===== src/rtl/pipe_ctrl_if.sv =====
// Hazard handshake bundle between the pipeline and pipe_ctrl.
// The pipeline side drives requests; the controller returns stall/flush.
interface pipe_ctrl_if #(
   parameter int NSTAGE = 5
);
   logic [NSTAGE-1:0] stallreq;
   logic              redirect;
   logic              enter;
   logic [NSTAGE-1:0] stall;
   logic [NSTAGE-1:0] flush;

   modport master (
      output stallreq, redirect, enter,
      input  stall, flush
   );

   modport slave (
      input  stallreq, redirect, enter,
      output stall, flush
   );
endinterface


===== src/rtl/pipe_ctrl.sv =====
// Pipeline hazard controller: stall/flush resolution, trap drain FSM,
// stall-cycle counter. Optional watchdog enabled by STALL_TIMEOUT_EN.
module pipe_ctrl #(
   parameter int NSTAGE      = 5,
   parameter int REDIR_DEPTH = 2,
   parameter int FLUSH_CYC   = 2,
   parameter int CNT_W       = 32,
   parameter int TIMEOUT     = 64
) (
   input  logic             clk,
   input  logic             rst,
   pipe_ctrl_if.slave       hz,
   input  logic             cnt_clr_i,
   output logic             busy_o,
   output logic [CNT_W-1:0] stall_cycles_o,
   output logic             timeout_o
);

   typedef enum logic {RUN, TRAP} state_e;

   localparam logic [3:0] DRAIN_INIT =
      4'((FLUSH_CYC > 1) ? (FLUSH_CYC - 2) : 0);

   state_e            state_q, state_d;
   logic [3:0]        drain_q, drain_d;
   logic              busy_q, busy_d;
   logic [CNT_W-1:0]  cnt_q, cnt_d;

   logic [NSTAGE-1:0] hold;
   logic [NSTAGE-1:0] stall_c;
   logic [NSTAGE-1:0] flush_c;
   logic              trap_act;
   logic              redir_ok;
   logic              unused_req0;

   assign unused_req0 = hz.stallreq[0];

   // hold[i]: some stage at index >= max(i,1) requests a stall
   always_comb begin
      hold = '0;
      hold[NSTAGE-1] = hz.stallreq[NSTAGE-1];
      for (int i = NSTAGE - 2; i >= 1; i--) begin
         hold[i] = hold[i+1] | hz.stallreq[i];
      end
      hold[0] = hold[1];
   end

   assign trap_act = hz.enter | (state_q == TRAP);
   assign redir_ok = hz.redirect & ~hold[REDIR_DEPTH];

   // Resolve trap > redirect > stall into per-register controls
   always_comb begin
      stall_c = '0;
      flush_c = '0;
      if (rst) begin
         stall_c = '0;
      end else if (trap_act) begin
         for (int i = 1; i < NSTAGE; i++) flush_c[i] = 1'b1;
      end else if (redir_ok) begin
         for (int i = 1; i <= REDIR_DEPTH; i++) flush_c[i] = 1'b1;
      end else begin
         stall_c = hold;
         for (int i = 1; i < NSTAGE; i++) begin
            flush_c[i] = hold[i-1] & ~hold[i];
         end
      end
   end

   assign hz.stall = stall_c;
   assign hz.flush = flush_c;

   // Trap drain FSM next state and stall-cycle counter next value
   always_comb begin
      state_d = state_q;
      drain_d = drain_q;
      unique case (state_q)
         RUN: begin
            if (hz.enter && (FLUSH_CYC > 1)) begin
               state_d = TRAP;
               drain_d = DRAIN_INIT;
            end
         end
         TRAP: begin
            if (hz.enter) begin
               drain_d = DRAIN_INIT;
            end else if (drain_q == 4'd0) begin
               state_d = RUN;
            end else begin
               drain_d = drain_q - 4'd1;
            end
         end
         default: state_d = RUN;
      endcase
      busy_d = (state_d == TRAP);

      cnt_d = cnt_q;
      if (cnt_clr_i) begin
         cnt_d = '0;
      end else if (stall_c[0] && !(&cnt_q)) begin
         cnt_d = cnt_q + CNT_W'(1);
      end
   end

   // Register FSM, busy flag and stall counter
   always_ff @(posedge clk) begin
      if (rst) begin
         state_q <= RUN;
         drain_q <= '0;
         busy_q  <= 1'b0;
         cnt_q   <= '0;
      end else begin
         state_q <= state_d;
         drain_q <= drain_d;
         busy_q  <= busy_d;
         cnt_q   <= cnt_d;
      end
   end

   assign busy_o         = busy_q;
   assign stall_cycles_o = cnt_q;

`ifdef STALL_TIMEOUT_EN
   localparam int WD_W = $clog2(TIMEOUT + 1);

   logic [WD_W-1:0] wd_q, wd_d;

   // Consecutive-stall count, parks at TIMEOUT so the pulse fires once
   always_comb begin
      wd_d = '0;
      if (stall_c[0]) begin
         if (wd_q == WD_W'(TIMEOUT)) wd_d = wd_q;
         else                        wd_d = wd_q + WD_W'(1);
      end
   end

   // Register the watchdog count
   always_ff @(posedge clk) begin
      if (rst) wd_q <= '0;
      else     wd_q <= wd_d;
   end

   assign timeout_o = stall_c[0] & (wd_q == WD_W'(TIMEOUT - 1));
`else
   assign timeout_o = 1'b0;
`endif

endmodule


===== src/flat_wrapper.sv =====
// flat-port wrapper written by rule: the top's interface ports become plain ports
module pipe_ctrl_flat 
#(
   parameter int NSTAGE      = 5,
   parameter int REDIR_DEPTH = 2,
   parameter int FLUSH_CYC   = 2,
   parameter int CNT_W       = 32,
   parameter int TIMEOUT     = 64
)
  (clk, rst, cnt_clr_i, busy_o, stall_cycles_o, timeout_o, hz_stallreq, hz_redirect, hz_enter, hz_stall, hz_flush);
  pipe_ctrl_if #(.NSTAGE(NSTAGE)) hz_i ();
  input  logic clk;
  input  logic rst;
  input  logic cnt_clr_i;
  output logic busy_o;
  output logic [CNT_W-1:0] stall_cycles_o;
  output logic timeout_o;
  input wire logic [$bits(hz_i.stallreq)-1:0] hz_stallreq;
  input wire logic [$bits(hz_i.redirect)-1:0] hz_redirect;
  input wire logic [$bits(hz_i.enter)-1:0] hz_enter;
  output wire logic [$bits(hz_i.stall)-1:0] hz_stall;
  output wire logic [$bits(hz_i.flush)-1:0] hz_flush;
  assign hz_i.stallreq = hz_stallreq;
  assign hz_i.redirect = hz_redirect;
  assign hz_i.enter = hz_enter;
  assign hz_stall = hz_i.stall;
  assign hz_flush = hz_i.flush;
  pipe_ctrl #(.NSTAGE(NSTAGE), .REDIR_DEPTH(REDIR_DEPTH), .FLUSH_CYC(FLUSH_CYC), .CNT_W(CNT_W), .TIMEOUT(TIMEOUT)) u_core (.clk(clk), .rst(rst), .hz(hz_i), .cnt_clr_i(cnt_clr_i), .busy_o(busy_o), .stall_cycles_o(stall_cycles_o), .timeout_o(timeout_o));
endmodule

===== config.mk =====
export PLATFORM = sky130hd
export DESIGN_NAME = pipe_ctrl_flat
export DESIGN_NICKNAME = d
export VERILOG_FILES = /design/src/rtl/pipe_ctrl_if.sv /design/src/rtl/pipe_ctrl.sv /design/src/flat_wrapper.sv
export SDC_FILE = /design/constraint.sdc
export NUM_CORES = 1
export LEC_CHECK = 0
export ABC_AREA = 0
export ABC_CLOCK_PERIOD_IN_PS = 3000
export BUFFER_PORTS_ARGS = -buffer_cell sky130_fd_sc_hd__buf_4
export CAP_MARGIN = 20
export CORE_MARGIN = 5
export CORE_UTILIZATION = 23
export DETAILED_ROUTE_END_ITERATION = 8
export PLACE_DENSITY = 0.42
export SLEW_MARGIN = 40
export SYNTH_ARGS = -nofsm -noshare
export SYNTH_HDL_FRONTEND = slang
export SYNTH_SLANG_ARGS = --single-unit
export TNS_END_PERCENT = 20

===== constraint.sdc =====
create_clock -name clk -period 3 [get_ports clk]
set_clock_uncertainty 0.15 [all_clocks]
set_input_delay 0.3 -clock clk [delete_from_list [all_inputs] [get_ports clk]]
set_output_delay 0.3 -clock clk [all_outputs]
set_load 0.1 [all_outputs]

Word level (Yosys, flattened, before mapping)
Index checks and enable logic that the tools add are counted.
{"block": "classes", "n_addsub": 2, "eq_ne": 2, "muxes": 15, "n_bitwise": 12, "reduce_logical": 6}
{"cell": "adder 32 x 1 -> 32 bit, second input constant", "n": 1}
{"cell": "AND reduction 32 bit", "n": 1}
{"cell": "two-way mux 4 bit", "n": 5}
{"cell": "two-way mux 5 bit", "n": 3}
{"cell": "one-hot mux 4 bit (2 select lines)", "n": 1}
{"cell": "AND 1 bit", "n": 4}
{"cell": "logical NOT 4 bit", "n": 1}
{"cell": "two-way mux 2 bit", "n": 2}
{"cell": "NOT 1 bit", "n": 4}
{"cell": "OR 1 bit", "n": 4}
{"cell": "subtractor 4 x 1 -> 4 bit, second input constant", "n": 1}
{"cell": "two-way mux 1 bit", "n": 3}
{"cell": "inequality test 3 bit, second input constant", "n": 1}
{"cell": "inequality test 2 bit, second input constant", "n": 1}
{"cell": "one-hot mux 1 bit (2 select lines)", "n": 1}
{"cell": "AND reduction 2 bit", "n": 1}
{"cell": "OR reduction 2 bit", "n": 1}
{"cell": "logical AND 1 bit", "n": 1}
{"cell": "logical NOT 1 bit", "n": 1}
{"block": "totals", "reg_bits": 37, "in_bits": 10, "output_inout_bits": 44, "wordCells": 40}

Logic depth before layout (Yosys ltp)
Gate-level depths: netlist of run 1.
{"block": "logic_depth", "word_depth": 8, "mapped_depth": 8, "depth_no_buf": 7}

Worst setup path after synthesis of run 1
No wires, ideal clock.
{"block": "synth_path", "path_kind": "reg2reg", "from": "reg u_core.state_q", "to": "reg u_core.cnt_q[2], in the netlist u_core.stall_cycles_o[2]", "setup_ns": 0.064, "arrival_time_ns": 3.951, "setup_slack_ns": -1.165, "path_stages_with_launch": 7, "path_buffers": 1, "period_less_slack_ns": 4.165, "path_cell_list": "dfxtp_1 > or3_4 > a21oi_1 > o41ai_2 > buf_6 > or4_2 > nand2_1"}
{"block": "synth_via", "elab_chain_len": 4}
{"item": "start: declaration", "line_no": "pipe_ctrl.sv:24", "rtl": "state_e state_q, state_d;"}
{"item": "start signal: assignment", "line_no": "pipe_ctrl.sv:112", "rtl": "state_q <= state_d;"}
{"item": "OR 1 bit", "line_no": "pipe_ctrl.sv:48", "rtl": "assign trap_act = hz.enter | (state_q == TRAP);"}
{"item": "two-way mux 5 bit", "line_no": "pipe_ctrl.sv:57", "rtl": "end else if (trap_act) begin"}
{"item": "two-way mux 5 bit", "line_no": "pipe_ctrl.sv:55", "rtl": "if (rst) begin"}
{"item": "net hz_stall[0]", "line_no": "flat_wrapper.sv:21", "rtl": "output wire logic [$bits(hz_i.stall)-1:0] hz_stall;"}
{"item": "logical AND 1 bit", "line_no": "pipe_ctrl.sv:99", "rtl": "end else if (stall_c[0] && !(&cnt_q)) begin"}
{"item": "end signal: assignment", "line_no": "pipe_ctrl.sv:115", "rtl": "cnt_q <= cnt_d;"}
{"item": "end: declaration", "line_no": "pipe_ctrl.sv:27", "rtl": "logic [CNT_W-1:0] cnt_q, cnt_d;"}
The timed path passes the listed nets, and every way through them passes these cells.
A chain may end at the register's enable or synchronous reset.

Worst setup path after layout of run 1
{"block": "layout_path", "from": "reg u_core.cnt_q[14], in the netlist u_core.stall_cycles_o[14]", "to": "reg u_core.cnt_q[21], in the netlist u_core.stall_cycles_o[21]"}
{"block": "layout_via", "elab_chain_len": 3}
{"item": "parallel branches: the longest is 3 deep, another holds adder 32 x 1 -> 32 bit"}
Several ways; the timed one is not identified.

==> flow_summary.json, run 1 <==
{
  "port_buffers": 50,
  "hold_class": "primary input to register",
  "fmax_mhz": 405.6,
  "clk_pin_slew_ns": 0.08,
  "layoutNonFillerInstCount": 407,
  "synth_area_leader_cell": "dfxtp_1",
  "dp.cells": 401,
  "hpwl_mm": 4.258,
  "layout_commonest_cell": "buf_4",
  "ys_types": 55,
  "routabilityCongestion": 0.6965,
  "vias": 1992,
  "reg2reg_slack_ns": 0.53,
  "synthToLayoutAreaGrowth_pct": 26.12,
  "io_pins": 54,
  "fillerInstances": 994,
  "period_share_pct": 82.17,
  "p_seq_share_pct": 51.2,
  "powerDensity_nw_per_um2": 361.5,
  "first_pass_iters": 4,
  "critPathRequiredTime_ns": 3.07,
  "drcViolationCount": 0,
  "dr.max_layer_used": "met4",
  "core_area_um2": 9109,
  "yosys-top-cells-area": "dfxtp_1 (35%), a21oi_1 (4.7%), nor2_1 (4.1%)",
  "cts_root_buffer": "clkbuf_8",
  "end_kind": "register",
  "clock_path_buffers": 2,
  "rsz0062_at_grt": "no",
  "p_int_mw": 0.6760,
  "initial_utilization_pct": 23.24,
  "grt_max_degree": 22,
  "status": "finished clean",
  "die_area_um2": 11220,
  "diodes": 0,
  "rr_endpoint": "u_core.stall_cycles_o[21]$_SDFFE_PP0P_",
  "period_minus_slack_ns": 2.465,
  "synth_top_area_share_pct": 34.99,
  "met3_length_um": 306,
  "worst_pin_slew_ns": 0.7065,
  "cts_tree": "built",
  "hold_buffers": 0,
  "clockPowerShare_pct": 34.0,
  "comb_power_share_pct": 14.8,
  "wl_met2_mm": 2.543,
  "cp_slowest_cell": "o311ai_4",
  "fin_nets": 309,
  "path_delay_family": "compound AO/OA/AOI/OAI gates",
  "vias_per_cell": 4.894,
  "dieWidth_um": 105.9,
  "met1_length_mm": 2.877,
  "ys_seq_elements": 37,
  "grt_util_all_layers_pct": 10.61,
  "syn_inst": 245,
  "r2r_cells": 5,
  "relSlewSlack_pct": 52.73,
  "overflow": 0,
  "drv_slew": 0,
  "postRouteAntennaNets": 0,
  "antenna_found_initial": 0,
  "max_stage_delay_ns": 0.55,
  "start_kind": "register",
  "hold_slack_ns": 0.08789,
  "cts_buffers": 5,
  "cp.buffers_inverters": 0,
  "drive_gt1_share_pct": 35.81,
  "power.leakage_nw": 0.9304,
  "path_class": "register to register",
  "synth-edff-count": 0,
  "grt_first_pass_wirelength_mm": 9.749,
  "htreeDepth": 2,
  "maxCapViolCount": 0,
  "seq_area_frac_synth_pct": 34.99,
  "critPathMaxFanout": 16,
  "cts_sinks": 37,
  "total_power_mw": 0.9653,
  "async_flop_share_pct": 0,
  "r2r-start": "u_core.stall_cycles_o[14]$_SDFFE_PP0P_",
  "hold_viol_final": 0,
  "mostFrequentLayoutCells": "buf_4 (55), dfxtp_1 (36), nor2_1 (23), a21oi_1 (18), nand2_1 (14)",
  "die_h_um": 105.9,
  "fin_tns_setup_ns": 0,
  "cts_setup_buffers": 0,
  "synth_area_um2": 2117,
  "cp.depth": 5,
  "ys.warnings.count": 0,
  "switching_share_pct": 29.98,
  "switchingPower_mw": 0.2894,
  "hold-path-cell-count": 2,
  "routed_wl_mm": 5.759,
  "drtIter0Drc": 40,
  "crit_start": "u_core.stall_cycles_o[14]$_SDFFE_PP0P_",
  "endpoint": "u_core.stall_cycles_o[21]$_SDFFE_PP0P_",
  "synth-main-ff-cell": "dfxtp_1",
  "rows": 35,
  "grt_pass1_vias": 1953,
  "vdd_drop_max_mv": 0.1365,
  "setup_viol": 0,
  "pre_cts_slack_ns": 0.5085,
  "clk_latency_ns": 0.29,
  "syn_area_per_cell_um2": 8.641,
  "wl_per_cell_um": 14.15,
  "worstPathArrival_ns": 2.54,
  "path_cells": "nand4_1 > or3_1 > o311ai_4 > o21ai_0 > a21oi_1",
  "post_cts_resize_count": 0,
  "setup_slack_ns": 0.5348
}
## worst min-delay path by stage
stage | end | from | slack (ns)
final | u_core.drain_q[0]$_SDFFE_PP0P_ | hz_enter | 0.09
after global routing | u_core.drain_q[0]$_SDFFE_PP0P_ | hz_enter | 0.09
after CTS | u_core.drain_q[0]$_SDFFE_PP0P_ | hz_enter | 0.08
after detailed placement | u_core.stall_cycles_o[7]$_SDFFE_PP0P_ | u_core.stall_cycles_o[7]$_SDFFE_PP0P_ | 0.35
after global placement | u_core.stall_cycles_o[7]$_SDFFE_PP0P_ | u_core.stall_cycles_o[7]$_SDFFE_PP0P_ | 0.35
after floorplan | u_core.drain_q[0]$_SDFFE_PP0P_ | hz_enter | 0.23
## cells by family (layout without fill, tap and decap cells)
logic type,after synthesis,after routing,synth area share (%)
simple gates,110,110,29.55
compound gates,66,66,23.40
flops,37,37,34.99
buf+inv,21,71,7.033
xor+xnor,8,8,3.665
fa+ha+maj,2,2,1.182
other cells,1,2,0.1771
## state kept, by name (all words and copies together) (netlist names)
| name | flops |
|---|---|
| u_core.stall_cycles_o | 32 |
| u_core.drain_q | 4 |
| u_core.state_q | 1 |
## power groups by stage
stage | Sequential [mW] | Clock [mW] | Combinational [mW]
final | 0.494 | 0.328 | 0.143
after global routing | 0.494 | 0.365 | 0.150
after CTS | 0.494 | 0.344 | 0.144
after detailed placement | 0.505 | 0 | 0.144
after global placement | 0.505 | 0 | 0.144
after floorplan | 0.514 | 0 | 0.108
## metal layers
layer | GRT usage (%) | vias up
li1 | - | 1007
met1 | 14.58 | 939
met2 | 16.39 | 42
met3 | 3.279 | 4
met4 | 2.220 | 0
met5 | 0 | -
## synthesized netlist by cell type, drive strengths merged, types with 4 or more instances
library cell	number
a21oi	26
a31oi	4
buf	7
clkbuf	4
dfxtp	37
inv	10
nand2	14
nand3	12
nand4	13
nor2	23
nor3	8
o21ai	19
or2	6
or3	18
xnor2	4
xor2	4
## metrics by stage
step	utilization (%)	instance area, um2
floorplan	-	2145
global placement	28.50	2596
detailed placement	28.50	2596
CTS	29.31	2670
global route	29.31	2670
finish	29.31	2670
## layout make-up
cell class	count	area, um2	share of cell area [%]
multi-input combinational	188	1265	47.38
inverter	10	37.54	1.406
clock inverter	1	5.005	0.1874
clock buffer	5	68.82	2.577
sequential	37	742.0	27.79
tap	111	138.9	5.201
timing repair buffer	55	412.9	15.46
(Power assumes the default switching activity.)
==> run 2, diff against run 1 <==
ABC_AREA = 1   (was 0)
ABC_CLOCK_PERIOD_IN_PS = 2450   (was 3000)
PLACE_DENSITY = 0.41   (was 0.42)
clock period = 2.45 ns   (was 3 ns; I/O delays follow)
==> flow_summary.json, run 2 <==
{
  "status": "finished clean",
  "clk_latency_ns": 0.28,
  "maxCapViolCount": 0,
  "rows": 39,
  "start_kind": "register",
  "syn_area_per_cell_um2": 5.724,
  "cts_root_buffer": "clkbuf_16",
  "mostFrequentLayoutCells": "nand2_1 (171), nor2_1 (91), buf_4 (53), inv_1 (50), dfxtp_1 (37)",
  "io_pins": 54,
  "hold_buffers": 0,
  "synth_area_leader_cell": "dfxtp_1",
  "vdd_drop_max_mv": 0.2067,
  "drcViolationCount": 0,
  "yosysMostFrequentCell": "nand2_1",
  "powerDensity_nw_per_um2": 516.7,
  "synth_area_um2": 2639,
  "fin_nets": 522,
  "vias": 2715,
  "clk_pin_slew_ns": 0.06,
  "async_flop_share_pct": 0,
  "ys_seq_elements": 37,
  "drv_slew": 0,
  "synth-edff-count": 0,
  "p_int_mw": 1.116,
  "fmax_mhz": 495.5,
  "dieWidth_um": 117.1,
  "total_power_mw": 1.707,
  "synthToLayoutAreaGrowth_pct": 25.18,
  "diodes": 0,
  "cts_setup_buffers": 0,
  "core_area_um2": 11320,
  "grt_max_degree": 40,
  "cts_buffers": 5,
  "synth_top_area_share_pct": 28.07,
  "synth_commonest_cells": "nand2_1 (171), nor2_1 (92), inv_1 (50), dfxtp_1 (37), nand3_1 (22)",
  "period_share_pct": 82.38,
  "period_minus_slack_ns": 2.018,
  "p_seq_share_pct": 37.9,
  "worstPathArrival_ns": 2.05,
  "routabilityCongestion": 0.8111,
  "overflow": 0,
  "end_kind": "register",
  "ys.warnings.count": 0,
  "hpwl_mm": 5.897,
  "yosys-top-cells-area": "dfxtp_1 (28%), nand2_1 (24%), nor2_1 (13%)",
  "path_class": "register to register",
  "drtIter0Drc": 126,
  "ys_types": 30,
  "grt_pass1_vias": 2598,
  "vias_per_cell": 4.158,
  "first_pass_iters": 4,
  "cts_sinks": 37,
  "critPathRequiredTime_ns": 2.48,
  "pre_cts_slack_ns": 0.4263,
  "die_area_um2": 13710,
  "hold_class": "primary input to register",
  "routed_wl_mm": 7.495,
  "rsz0062_at_grt": "no",
  "hold_viol_final": 0,
  "htreeDepth": 2,
  "port_buffers": 50,
  "cts_tree": "built",
  "clock_path_buffers": 2,
  "postRouteAntennaNets": 0,
  "setup_slack_ns": 0.4316,
  "drive_gt1_share_pct": 18.82,
  "switchingPower_mw": 0.5904,
  "initial_utilization_pct": 23.31,
  "seq_area_frac_synth_pct": 28.07,
  "die_h_um": 117.1,
  "grt_first_pass_wirelength_mm": 12.62,
  "grt_util_all_layers_pct": 11.68,
  "fin_tns_setup_ns": 0,
  "power.leakage_nw": 1.514,
  "layout_commonest_cell": "nand2_1",
  "setup_viol": 0,
  "syn_inst": 461,
  "post_cts_resize_count": 0,
  "critPathMaxFanout": 20,
  "clockPowerShare_pct": 37.7,
  "synth-main-ff-cell": "dfxtp_1",
  "hold_slack_ns": 0.08095,
  "comb_power_share_pct": 24.3,
  "largest_reg_flops": 32,
  "switching_share_pct": 34.59,
  "wl_per_cell_um": 11.48,
  "antenna_found_initial": 0
}
## run 2: changes by cell type after synthesis, sizes merged, moves of 5 or more
| cell | delta |
|---|---|
| a21oi | -12 |
| inv | +41 |
| nand2 | +163 |
| nand3 | +10 |
| nand4 | -12 |
| nor2 | +92 |
| nor3 | -5 |
| o21ai | -12 |
| or3 | -18 |
## run 2: through the flow
step,utilization (%),std cells,area (um2)
after floorplan,-,462,2661
after global placement,27.92,646,3161
after detailed placement,27.92,646,3161
after CTS,29.18,653,3303
after global routing,29.18,653,3303
final,29.18,653,3303
## run 2: layout make-up
cell class,instances,area [um2]
clock buffers,7,142.6
fillers,1308,8018
inverters,51,191.4
multi-input cells,361,1632
flip-flops and latches,37,740.7
well taps,143,178.9
repair buffers,54,417.9
## run 2: final timing paths
| kind | start | end | slack [ns] | cells past startpoint |
|---|---|---|---|---|
| setup / recovery | u_core.stall_cycles_o[0]$_SDFFE_PP0P_ | u_core.stall_cycles_o[27]$_SDFFE_PP0P_ | 0.43 | 11 |
| hold / removal | rst | u_core.drain_q[1]$_SDFFE_PP0P_ | 0.08 | 2 |
| setup reg to reg | u_core.stall_cycles_o[0]$_SDFFE_PP0P_ | u_core.stall_cycles_o[27]$_SDFFE_PP0P_ | 0.43 | 11 |
| hold reg to reg | u_core.drain_q[1]$_SDFFE_PP0P_ | u_core.drain_q[1]$_SDFFE_PP0P_ | 0.31 | 2 |
## run 2: worst max-delay path, cell delays in order, from the launching register on
cell	delay (ns)
dfxtp_1	0.44
ha_1	0.23
inv_1	0.10
nor2_4	0.17
nand2_4	0.09
nor2_4	0.15
nand2_4	0.08
nand2_4	0.07
buf_4	0.23
nand2_1	0.07
nand2_1	0.08
nor2_2	0.04
## run 2: metal layers
layer / vias up / part of all wire (%) / global-route usage [%] / wire, um
met5: - / 0 / 0 / 0
li1: 1483 / - / - / -
met1: 1168 / 48 / 15.25 / 3580
met2: 56 / 45 / 19.68 / 3374
met4: 0 / 0.84 / 2.523 / 63
met3: 8 / 6.4 / 2.725 / 476
## run 2: power by group through the flow
| stage | sequential (mW) | clock (mW) | combinational (mW) |
|---|---|---|---|
| floorplan | 0.776 | 0 | 0.227 |
| global placement | 0.662 | 0 | 0.416 |
| detailed placement | 0.662 | 0 | 0.418 |
| CTS | 0.648 | 0.675 | 0.419 |
| global route | 0.652 | 0.694 | 0.447 |
| finish | 0.648 | 0.644 | 0.415 |
## run 2: logic make-up (layout without fill, tap and decap cells)
family                     after synthesis  count (layout)  share of synthesized area, %
adders and majority gates                2               2                        0.9482
xor gates and xnor gates                 9               9                         2.987
AOI/OAI and AO/OA                       24              24                         4.884
buffers and inverters                   64             112                         11.05
and+or+nand+nor                        324             324                         51.92
other                                    1               2                        0.1421
DFF                                     37              37                         28.07
